==> src/rtl/instruction_sequencer.sv <==
// Program-store sequencer: DEPTH x WIDTH instruction memory with a load port.
// Presents instructions one at a time to the ALU over valid/ready, with jump, wrap and done.
module instruction_sequencer #(
    parameter int WIDTH  = 8,
    parameter int DEPTH  = 5,
    parameter int ADDR_W = 3,
    parameter int WRAP   = 0
) (
    input  logic              CLK,
    input  logic              RST_N,
    input  logic              wr_en,
    input  logic [ADDR_W-1:0] wr_addr,
    input  logic [WIDTH-1:0]  wr_data,
    input  logic              start,
    input  logic              jump_en,
    input  logic [ADDR_W-1:0] jump_addr,
    input  logic              ready,
    output logic [WIDTH-1:0]  instruction,
    output logic              valid,
    output logic [ADDR_W-1:0] pc,
    output logic              done,
    output logic              jump_err
);

    typedef enum logic [1:0] {
        IDLE = 2'd0,
        RUN  = 2'd1,
        FIN  = 2'd2
    } state_t;

    localparam logic [ADDR_W:0]   DEPTH_EXT = (ADDR_W + 1)'(DEPTH);
    localparam logic [ADDR_W-1:0] LAST_PC   = ADDR_W'(DEPTH - 1);

    state_t            state_q, state_d;
    logic [WIDTH-1:0]  instr_q, instr_d;
    logic [ADDR_W-1:0] pc_q, pc_d;
    logic              jump_err_q, jump_err_d;
    logic [WIDTH-1:0]  mem_q [DEPTH];
    logic [WIDTH-1:0]  mem_d [DEPTH];

    logic              wr_ok;
    logic              jump_ok;
    logic              fetch;
    logic [ADDR_W-1:0] fetch_addr;

    assign wr_ok   = wr_en && ({1'b0, wr_addr} < DEPTH_EXT);
    assign jump_ok = {1'b0, jump_addr} < DEPTH_EXT;

    always_comb begin
        for (int unsigned i = 0; i < DEPTH; i++) begin
            mem_d[i] = mem_q[i];
        end
        if (wr_ok) begin
            mem_d[wr_addr] = wr_data;
        end
    end

    // Fetch reads mem_q, so a same-cycle write to the fetched slot yields the old word.
    always_comb begin
        state_d    = state_q;
        instr_d    = instr_q;
        pc_d       = pc_q;
        jump_err_d = 1'b0;
        fetch      = 1'b0;
        fetch_addr = '0;

        case (state_q)
            IDLE, FIN: begin
                if (start) begin
                    state_d    = RUN;
                    fetch      = 1'b1;
                    fetch_addr = '0;
                end
            end
            RUN: begin
                if (start) begin
                    fetch      = 1'b1;
                    fetch_addr = '0;
                end else if (ready) begin
                    if (jump_en && jump_ok) begin
                        fetch      = 1'b1;
                        fetch_addr = jump_addr;
                    end else begin
                        jump_err_d = jump_en;
                        if (pc_q < LAST_PC) begin
                            fetch      = 1'b1;
                            fetch_addr = pc_q + ADDR_W'(1);
                        end else if (WRAP != 0) begin
                            fetch      = 1'b1;
                            fetch_addr = '0;
                        end else begin
                            state_d = FIN;
                        end
                    end
                end
            end
            default: state_d = IDLE;
        endcase

        if (fetch) begin
            instr_d = mem_q[fetch_addr];
            pc_d    = fetch_addr;
        end
    end

    always_ff @(posedge CLK) begin
        if (!RST_N) begin
            state_q    <= IDLE;
            instr_q    <= '0;
            pc_q       <= '0;
            jump_err_q <= 1'b0;
        end else begin
            state_q    <= state_d;
            instr_q    <= instr_d;
            pc_q       <= pc_d;
            jump_err_q <= jump_err_d;
        end
    end

    // Program memory is deliberately left out of reset.
    always_ff @(posedge CLK) begin
        for (int unsigned i = 0; i < DEPTH; i++) begin
            mem_q[i] <= mem_d[i];
        end
    end

    assign instruction = instr_q;
    assign pc          = pc_q;
    assign valid       = (state_q == RUN);
    assign done        = (state_q == FIN);
    assign jump_err    = jump_err_q;

endmodule

==> config.mk <==
export PLATFORM = sky130hd
export DESIGN_NAME = instruction_sequencer
export DESIGN_NICKNAME = d
export VERILOG_FILES = /design/src/rtl/instruction_sequencer.sv
export SDC_FILE = /design/constraint.sdc
export NUM_CORES = 1
export LEC_CHECK = 0
export ABC_AREA = 1
export BUFFER_PORTS_ARGS = -buffer_cell sky130_fd_sc_hd__buf_2
export CORE_ASPECT_RATIO = 1.2
export CORE_UTILIZATION = 35
export DETAILED_ROUTE_END_ITERATION = 8
export HOLD_SLACK_MARGIN = 0.02
export PLACE_DENSITY = 0.6
export SKIP_LAST_GASP = 1
export SYNTH_ARGS = -nofsm -noshare
export SYNTH_HDL_FRONTEND = slang
export SYNTH_SLANG_ARGS = --single-unit
export TNS_END_PERCENT = 30
==> constraint.sdc <==
create_clock -name CLK -period 1.92 [get_ports CLK]
set_input_delay 0 -clock CLK [delete_from_list [all_inputs] [get_ports CLK]]
set_output_delay 0 -clock CLK [all_outputs]
set_load 0.02 [all_outputs]
; Word-level counts from Yosys, hierarchy flattened
; Memories as Yosys holds them, arrays and structs flattened. A register that Yosys moved wholly into a read port is not among the register bits.
; Index checks and enable logic that the tools add are counted.
[op_classes]
n_mux = 21
bitwise = 4
n_lt_le_gt_ge = 5
reduce_logical = 8
eq_ne = 7
addsub = 1
[ops]
columns = operator, n
row1 = $bwmux W40, 1
row2 = $mux W40, 1
row3 = $demux W8 S3, 1
row4 = $mux W3, 5
row5 = $mux W2, 5
row6 = $ne A2 B2 Y1 const B, 5
row7 = $lt A3 B3 Y1 const B, 3
row8 = $mux W8, 1
row9 = $mux W1, 5
row10 = $reduce_and A5 Y1, 1
row11 = $reduce_or A5 Y1, 1
row12 = $ge A4 B4 Y1 const B, 1
row13 = $lt A4 B1 Y1 const B, 1
row14 = $not A3 Y4, 1
row15 = $pmux W2 S2, 1
row16 = $add A3 B1 Y3 const B, 1
row17 = $logic_and A1 B1 Y1, 3
row18 = $not A1 Y1, 3
row19 = $eq A2 B1 Y1 const B, 1
row20 = $eq A2 B2 Y1 const B, 1
row21 = $logic_not A2 Y1, 1
row22 = $pmux W1 S2, 1
row23 = $reduce_or A2 Y1, 1
row24 = $logic_not A1 Y1, 1
[word_totals]
n_memories = 1
ramBits = 40
word_cells = 50
register_bits = 6
[memory_table]
columns = memory, depth, word_bits, rd, rd_clocked_by_memory_dff, wr, line
row1 = mem_q, 5, 8, 6, 1, 5, 38  ; logic [WIDTH-1:0] mem_q [DEPTH];

; Longest topological paths before layout
; Gate-level depths: netlist of the first run.
[logic_depth]
word_depth = 7
mapped_depth = 9

; Worst setup path before layout of the first run
; Ideal clock, no wire load.
[synth_timing]
path_kind = register to register
from = register pc_q[2], in the netlist pc[2]
to = register instr_q[6], in the netlist instruction[6] (read register of mem_q)
path_slack_ns = 0.424
path_stages_with_launch = 9
arrival_ns = 1.375
setup_ns = 0.122
path_buffers = 1
t_required_ns = 1.798
cell_sequence = dfxtp_1 -> or2_2 -> nand2_2 -> nand3_4 -> buf_4 -> nand2_1 -> nand3_1 -> nand3_1 -> a21oi_2
[synth_between]
elab_chain_cells = 6
elab_cells_between_ends = 12
classes_between = 1 x add/sub / 1 x order compare / 10 x mux
[synth_rtl]
columns = element, line
row1 = "start, declared", 36  ; logic [ADDR_W-1:0] pc_q, pc_d;
row2 = "start signal, assigned", 115  ; pc_q <= pc_d;
row3 = $lt A3 B3 Y1 or $add A3 B1 Y3 (tied branches), "85, 87"
row4 = $mux W1 or $mux W3 (tied branches), 85  ; if (pc_q < LAST_PC) begin
row5 = $mux W1 or $mux W3 (tied branches), 80  ; if (jump_en && jump_ok) begin
row6 = $mux W1 or $mux W3 (tied branches), 79  ; end else if (ready) begin
row7 = $mux W1 or $mux W3 (tied branches), 76  ; if (start) begin
row8 = $pmux W1 S2 or $mux W3 (tied branches), n/a
row9 = "end, declared", 35  ; logic [WIDTH-1:0] instr_q, instr_d;
; Several ways; a longest one is shown, not always the timed one.
; A chain may end at the register's enable or synchronous reset.

; Worst setup path in the final report of the first run
[layout_timing]
from = register pc_q[2], in the netlist pc[2]
to = register instr_q[0], in the netlist instruction[0] (read register of mem_q)
; The elaborated chain is that of the path after synthesis.

==> results of run 1 <==
==> worst reg2reg max path: stages (launching register included) <==
cell	delay [ns]
dfxtp_1	0.35
or2_2	0.31
nand2_2	0.29
nand3_4	0.27
nand2_1	0.15
nand3_1	0.09
nand3_1	0.09
a21oi_1	0.07
==> logic make-up (layout without fill, tap and decap cells) <==
group	count (synthesis)	in the layout	share of synthesized area
adders and majority gates	1	1	0.00538
buffers and inverters	31	80	0.0650
AOI/OAI and AO/OA	24	24	0.0597
and+or+nand+nor	106	106	0.233
DFF	54	54	0.637
==> metal layers <==
metal | vias to the layer above | wire [um] | GRT usage
li1 | 850 | - | -
met1 | 757 | 2100 | 0.168
met2 | 56 | 2190 | 0.242
met3 | 4 | 247 | 0.0221
met4 | 0 | 52 | 0.0385
met5 | - | 0 | 0
==> flip-flops by register name, indices dropped and copies added (netlist names) <==
name / cells
instruction: 8
jump_err: 1
mem_q: 40
pc: 3
state_q: 2
==> synthesized netlist by cell type, types with 2 or more instances <==
library cell  instances  area share
o21ai_0               9       0.019
buf_6                 3       0.015
a21oi_1              11       0.024
buf_4                 3      0.0097
nor3_1                4      0.0086
nor2_4                2      0.0097
nand4_1              16       0.043
or2_2                 2      0.0054
nand3_1              25       0.054
dfxtp_1              14        0.12
nor2_1               20       0.032
nand3_2               2      0.0086
inv_1                22       0.035
nand2_1              29       0.047
nand2_2               3      0.0081
edfxtp_1             40        0.52
==> power by group <==
group | switching [W] | total, W | internal (W)
Clock | 0.000364 | 0.000754 | 0.000389
Sequential | 0.0000171 | 0.00132 | 0.00130
Combinational | 0.000154 | 0.000239 | 0.0000853
Total | 0.000535 | 0.00231 | 0.00178
==> through the flow <==
stage | instance area (um^2) | setup slack, ns
floorplan | 2330 | 0.424
global placement | 2580 | 0.248
detailed placement | 2580 | 0.221
CTS | 2790 | 0.202
global route | 2790 | 0.0408
finish | 2790 | 0.208
==> area by class of cell <==
class / count / area, um^2 / area share
well taps: 85 / 106 / 0.0381
flip-flops and latches: 54 / 1480 / 0.531
clock buffers: 6 / 72.6 / 0.0260
clock inverters: 2 / 37.5 / 0.0135
inverters: 23 / 86.3 / 0.0310
repair buffers: 49 / 310 / 0.111
multi-input cells: 131 / 694 / 0.249
==> worst max path at each step <==
stage	from	to
floorplan	pc[2]	instruction[6]
global placement	pc[2]	instruction[6]
detailed placement	pc[2]	instruction[0]
CTS	pc[2]	instruction[0]
global route	pc[2]	instruction[6]
finish	pc[2]	instruction[0]
==> flow_summary_export.csv, run 1 <==
group,metric,value,unit
route,first_pass_iters,4,
final_layout,final_cell_mix,"edfxtp_1, buf_2, nand2_1",
clock_tree,h-tree-depth,2,
synthesis,syn_nets,237,
final_layout,finalNonFillerCells,350,
final_layout,fin_util,0.433,
worst_setup_path,rr_endpoint,"instruction[0]",
route,vias_per_cell,4.76,
synthesis,synth_area,0.00233,mm^2
grt,grt_overflow,0,
worst_setup_path,r2r_start,"pc[2]",
clock_tree,cts_buffers,5,
route,antenna_left,0,
die,start_util,0.361,
placement,gp_congestion,0.771,
outcome,outcome,"finished, final reports clean",
synthesis,synth_cells,216,
grt,grt_pass1_wl,7510,um
final_layout,layout-drive-gt1-share,0.230,
clock_tree,cts_max_path_buffers,2,
sta,fmax,0.584,GHz
final_layout,diodes,0,
flow_run,drv_cap,0,
final_layout,fill_cells,624,
worst_setup_path,arrival,1.91,ns
synthesis,ys_ff_latch,54,
sta,finalMaxSlewViolations,0,
worst_setup_path,cpPeakStageDelay,0.35,ns
sta,worst_pin_slew,0.704,ns
sta,relSlewSlack,0.529,
worst_setup_path,path_delay_family,"simple AND/OR/NAND/NOR gates",
grt,grt_max_degree,18,
clock_tree,cts_tree,"built",
clock_tree,cts_root_buf,"clkbuf_8",
clock_tree,path_clk_slew,0.09,ns
die,pin_count,34,
route,drt-initial-drc-count,95,
min_path,min_path_cells,3,
synthesis,seq_area_frac_synth,0.637,
worst_setup_path,worstPathMaxFanout,17,
min_path,min-delay-start,"RST_N",
synthesis,ys_warn_count,0,
worst_setup_path,crit_type,"flip-flop to flip-flop",
min_path,worstHoldPathType,"input port to flip-flop",
worst_setup_path,worst-path-buf-inv,0,
final_layout,area_delta_synth_final,19.8,%
worst_setup_path,cp_data_required_time,2.12,ns
sta,rsz0062_at_grt,"false",
worst_setup_path,cp-start-kind,"flip-flop",
route,drc,0,
sta,hold_viol_final,0,
grt,grt_pass1_vias,1602,
clock_tree,cts_hold_buf,10,
power,leakage,1.15,nW
synthesis,ys_async_sr_fraction,0,
synthesis,netlist-cell-type-count,27,
die,dieArea,0.00698,mm^2
sta,hold_slack,0.0419,ns
clock_tree,clock_sinks,54,
sta,fin_crit_sh,0.892,
worst_setup_path,regToRegSetupSlack,0.21,ns
route,vias,1667,
die,coreArea,0.00645,mm^2
placement,dp_cells,332,
worst_setup_path,slowest_stage,"dfxtp_1",
clock_tree,cts_setup_buffers,0,
clock_tree,clk_latency,0.30,ns
worst_setup_path,end_kind,"flip-flop",
grt,antenna_found_initial,0,
placement,dp_hpwl,3240,um
worst_setup_path,cpMostUsedCell,"nand3_1",
placement,place.port_buffers,33,
sta,fin_crit,1.71,ns
clock_tree,cts_resized,0,
synthesis,synth_edf_count,40,
sta,skew,0.00473,ns
final_layout,nets,285,
die,die_w,76.4,um
grt,grt_use_total,0.136,
worst_setup_path,reg2reg_depth,7,
die,row_count,32,
die,die_h,91.3,um
power,ir_drop,0.474,mV
worst_setup_path,path_depth,7,
worst_setup_path,path_cells,"or2_2, nand2_2, nand3_4, nand2_1, nand3_1, nand3_1, a21oi_1",
synthesis,ys.flop_type,"edfxtp_1",
sta,finalSetupViolations,0,
min_path,holdPathEnd,"instruction[0]",
route,wire_per_inst,13.1,um
route,wl,4590,um
sta,tns,0,ns
power,power,0.00231,W
synthesis,syn_area_per_cell,10.8,um^2
final_layout,final_common_cell,"edfxtp_1",
power,p_per_area,828,mW/mm^2
(Power assumes the default switching activity.)
==> run 2: changes to the inputs <==
- ABC_AREA: 1 -> unset
- PLACE_DENSITY: 0.6 -> 0.61
==> flow_summary_export.csv, run 2 <==
group,metric,value,unit
grt,antenna_found_initial,0,
die,row_count,31,
sta,hold_viol_final,0,
synthesis,synth_top_family_by_area,"compound AO/OA/AOI/OAI gates",
grt,grt_pass1_vias,1477,
sta,tns,0,ns
clock_tree,clk_latency,0.30,ns
outcome,outcome,"finished, final reports clean",
sta,skew,0.00481,ns
final_layout,regMostFlops,"mem_q",
final_layout,final_common_cell,"edfxtp_1",
synthesis,synth_area,0.00224,mm^2
grt,grt_overflow,0,
sta,fmax,0.552,GHz
worst_setup_path,end_kind,"flip-flop",
die,coreArea,0.00609,mm^2
placement,place.port_buffers,33,
synthesis,post-synth-top-count-cell,"edfxtp_1",
synthesis,synth_top_area_frac,0.537,
sta,finalSetupViolations,0,
final_layout,fin_util,0.459,
sta,worst_pin_slew,0.602,ns
power,p_per_area,786,mW/mm^2
final_layout,final_cell_mix,"edfxtp_1, buf_2, a21oi_1",
route,wire_per_inst,15.2,um
route,vias_per_cell,5.01,
clock_tree,cts_setup_buffers,0,
die,pin_count,34,
final_layout,fill_cells,574,
synthesis,synth_cells,172,
sta,fin_crit,1.81,ns
final_layout,largest_register_ffs,40,
synthesis,synthSimpleGateAreaFrac,0.105,
die,dieArea,0.00672,mm^2
synthesis,ys_ff_latch,54,
min_path,worstHoldPathType,"input port to flip-flop",
clock_tree,clock_sinks,54,
route,maxUsedRoutingLayer,"met4",
route,met3_length,197,um
sta,hold_slack,0.0501,ns
die,die_w,75.0,um
sta,relSlewSlack,0.599,
synthesis,syn_nets,193,
route,met1Wirelength,2070,um
synthesis,synth_commonest_cells,"edfxtp_1, a21oi_1, dfxtp_1",
route,antenna_left,0,
final_layout,post-route-cell-area,0.00280,mm^2
sta,finalMaxSlewViolations,0,
die,die_h,89.6,um
power,leakage,1.02,nW
final_layout,diodes,0,
worst_setup_path,crit_type,"input port to flip-flop",
clock_tree,h-tree-depth,2,
final_layout,multi_input_area,717,um^2
power,ir_drop,0.458,mV
synthesis,synth_fa_ha_area_frac,0.00559,
worst_setup_path,cp-start-kind,"input port",
route,drt-initial-drc-count,60,
final_layout,seq_area,0.00148,mm^2
clock_tree,cts_max_path_buffers,2,
min_path,min_path_cells,4,
flow_run,drv_cap,0,
synthesis,ys.flop_type,"edfxtp_1",
placement,gp_congestion,0.761,
worst_setup_path,cp_data_required_time,2.11,ns
synthesis,yosysTopAreaCell,"edfxtp_1",
route,wl,4760,um
synthesis,seq_area_frac_synth,0.662,
synthesis,synth-compound-area-share,0.171,
worst_setup_path,arrival,2.01,ns
synthesis,synth.area.mux_share,0.0352,
clock_tree,cts_tree,"built",
worst_setup_path,reg2reg_depth,5,
clock_tree,cts_root_buf,"clkbuf_8",
route,drc,0,
final_layout,nets,252,
clock_tree,cts_buffers,5,
die,start_util,0.367,
route,vias,1572,
route,first_pass_iters,4,
synthesis,netlist-cell-type-count,33,
synthesis,syn_area_per_cell,13.0,um^2
grt,grt_max_degree,17,
worst_setup_path,worstPathMaxFanout,10,
final_layout,area_delta_synth_final,24.9,%
sta,fin_crit_sh,0.943,
placement,place_area,0.00258,mm^2
clock_tree,path_clk_slew,0.09,ns
placement,dp_hpwl,3340,um
synthesis,ys_warn_count,0,
synthesis,synth_xor_area_frac,0,
final_layout,layout-drive-gt1-share,0.293,
synthesis,synth_edf_count,40,
sta,rsz0062_at_grt,"true",
grt,grt_pass1_wl,7490,um
power,power,0.00220,W
grt,grt_use_total,0.155,
synthesis,ys_async_sr_fraction,0,
route,met2_length,2430,um
synthesis,yosys-top-cells-area,"edfxtp_1, dfxtp_1, a21oi_1",
## run 2: final timing paths
check	slack [ns]	startpoint	endpoint
max	0.11	jump_en	instruction[2]
min	0.05	ready	state_q[0]
max reg2reg	0.25	pc[2]	instruction[2]
min reg2reg	0.49	pc[1]	pc[1]
## run 2: layout make-up
type / instances / area share
repair buffers: 59 / 0.139
clock inverters: 2 / 0.00448
well taps: 82 / 0.0367
flip-flops and latches: 54 / 0.530
clock buffers: 6 / 0.0295
multi-input cells: 108 / 0.256
inverters: 3 / 0.00403
## run 2: logic make-up after synthesis
| group | Yosys count |
|---|---|
| buffers and inverters | 10 |
| muxes | 7 |
| and+or+nand+nor | 45 |
| adders and majority gates | 1 |
| DFF | 54 |
| AOI/OAI and AO/OA | 55 |
## run 2: critical path: stages
cell and delay (ns):
dlygate4sd3_1 0.52, buf_2 0.14, inv_1 0.08, o32ai_4 0.57, mux2_2 0.41, o221ai_1 0.18
a21oi_1 0.10
## run 2: power breakdown
part | internal, W | leakage (nW) | switching, W
Clock | 0.000290 | 0.0472 | 0.000355
Combinational | 0.000104 | 0.494 | 0.000135
Sequential | 0.00130 | 0.479 | 0.0000161
## run 2: what timing repair did
| item | CTS | global route |
|---|---|---|
| hold endpoints to repair | 43 | 0 |
| gates resized for setup | 0 | 2 |
| hold buffers | 11 | 0 |
| setup endpoints to repair | 0 | 4 |
## run 2: metrics by stage
step,cells,worst slack [ns]
6_report,314,0.110
5_1_grt,314,-0.0115
4_1_cts,314,0.0858
3_5_place_dp,295,0.145
3_3_place_gp,295,0.193
2_1_floorplan,172,0.182
## run 2: per-layer routing
layer,global-route usage,vias up
met2,0.278,38
met5,0,-
met3,0.0279,5
li1,-,775
met1,0.190,754
met4,0.0429,0
==> run 3: changes to the inputs <==
- CAP_MARGIN: unset -> 20
- CORE_UTILIZATION: 35 -> 58
- CTS_BUF_LIST: unset -> sky130_fd_sc_hd__clkbuf_4
- PLACE_DENSITY: 0.61 -> 0.88
==> flow_summary_export.csv, run 3 (same netlist as run 2, synthesis figures left out) <==
group,metric,value,unit
grt,grt_overflow,0,
min_path,min-delay-start,"wr_addr[0]",
die,die_w,58.7,um
power,leakage,1.03,nW
worst_setup_path,crit_type,"input port to flip-flop",
worst_setup_path,setup.worst_path.start,"RST_N",
sta,fmax,0.560,GHz
route,first_pass_iters,4,
sta,hold_viol_final,0,
clock_tree,clk_latency,0.36,ns
sta,tns,0,ns
route,wl,4590,um
worst_setup_path,cp-start-kind,"input port",
die,start_util,0.611,
final_layout,largest_register_ffs,40,
clock_tree,clock_sinks,54,
sta,relSlewSlack,0.737,
sta,finalMaxSlewViolations,0,
outcome,outcome,"finished, final reports clean",
worst_setup_path,r2r_start,"pc[2]",
die,row_count,24,
grt,antenna_found_initial,0,
final_layout,regMostFlops,"mem_q",
final_layout,final_common_cell,"edfxtp_1",
final_layout,fin_util,0.752,
sta,fin_crit,1.79,ns
clock_tree,cts_tree,"built",
final_layout,fill_cells,248,
flow_run,drv_cap,0,
final_layout,diodes,0,
route,drc,0,
die,die_h,70.0,um
clock_tree,h-tree-depth,2,
die,dieArea,0.00411,mm^2
clock_tree,cts_hold_buf,15,
die,coreArea,0.00366,mm^2
power,ir_drop,0.589,mV
placement,dp_hpwl,3130,um
min_path,worstHoldPathType,"input port to flip-flop",
power,p_per_area,731,mW/mm^2
route,drt-initial-drc-count,133,
clock_tree,cts_root_buf,"clkbuf_4",
grt,grt_pass1_wl,7400,um
sta,fin_crit_sh,0.930,
final_layout,area_delta_synth_final,23.2,%
grt,grt_use_total,0.245,
route,vias_per_cell,5.69,
clock_tree,cts_max_path_buffers,2,
final_layout,layout-drive-gt1-share,0.274,
clock_tree,path_clk_slew,0.15,ns
route,antenna_left,0,
sta,skew,0.0195,ns
placement,place.port_buffers,33,
final_layout,final_cell_mix,"edfxtp_1, buf_2, a21oi_1",
die,pin_count,34,
clock_tree,cts_setup_buffers,0,
worst_setup_path,cp_data_required_time,2.24,ns
clock_tree,cts_resized,0,
route,wire_per_inst,15.9,um
placement,gp_congestion,0.867,
sta,worst_pin_slew,0.394,ns
final_layout,nets,257,
sta,finalSetupViolations,0,
worst_setup_path,worstPathMaxFanout,14,
clock_tree,cts_buffers,5,
worst_setup_path,end_kind,"flip-flop",
sta,hold_slack,0.0949,ns
grt,grt_pass1_vias,1598,
sta,rsz0062_at_grt,"false",
grt,grt_max_degree,17,
route,vias,1645,
worst_setup_path,arrival,2.11,ns
-- run 3: path summary, 6_finish.rpt --
check | endpoint | slack, ns | cells past startpoint
setup reg to reg | state_q[0] | 0.16 | 6
hold / removal | mem_q[3][0] | 0.09 | 3
hold reg to reg | pc[1] | 0.51 | 2
setup / recovery | jump_err | 0.13 | 6
-- run 3: metal layers --
| metal | vias to the layer above | routed length (um) | GRT usage |
|---|---|---|---|
| met2 | 67 | 2430 | 0.430 |
| met5 | - | 0 | 0 |
| met1 | 781 | 1880 | 0.310 |
| met4 | 0 | 51 | 0.0767 |
| met3 | 7 | 224 | 0.0333 |
| li1 | 790 | - | - |
-- run 3: area by class of cell --
class                      count  area [um^2]  share of cell area
inverter                       3         11.3             0.00409
sequential                    54         1480               0.538
clock inverter                 3         16.3             0.00590
timing repair buffer          64          435               0.158
clock buffer                   5         37.5              0.0136
tap                           52         65.1              0.0236
multi-input combinational    108          708               0.257
-- run 3: worst max-delay path, cell delays in order --
cell and delay (ns):
dlygate4sd3_1 0.52, buf_2 0.26, nand2_1 0.08, dlygate4sd3_1 0.56
nor3_1 0.13, dlygate4sd3_1 0.56
-- run 3: stage by stage --
stage	instance area, um^2	instances	power (W)	setup slack (ns)
5_1_grt	2760	289	0.00209	0.00721
4_1_cts	2760	289	0.00203	0.152
2_1_floorplan	2240	172	0.00146	0.182
6_report	2760	289	0.00201	0.135
3_3_place_gp	2550	266	0.00155	0.270
3_5_place_dp	2550	266	0.00156	0.204
-- run 3: power breakdown --
group	switching [W]	total [W]	internal, W
clock	0.000319	0.000457	0.000138
sequential	0.0000176	0.00131	0.00130
combinational	0.000134	0.000242	0.000108
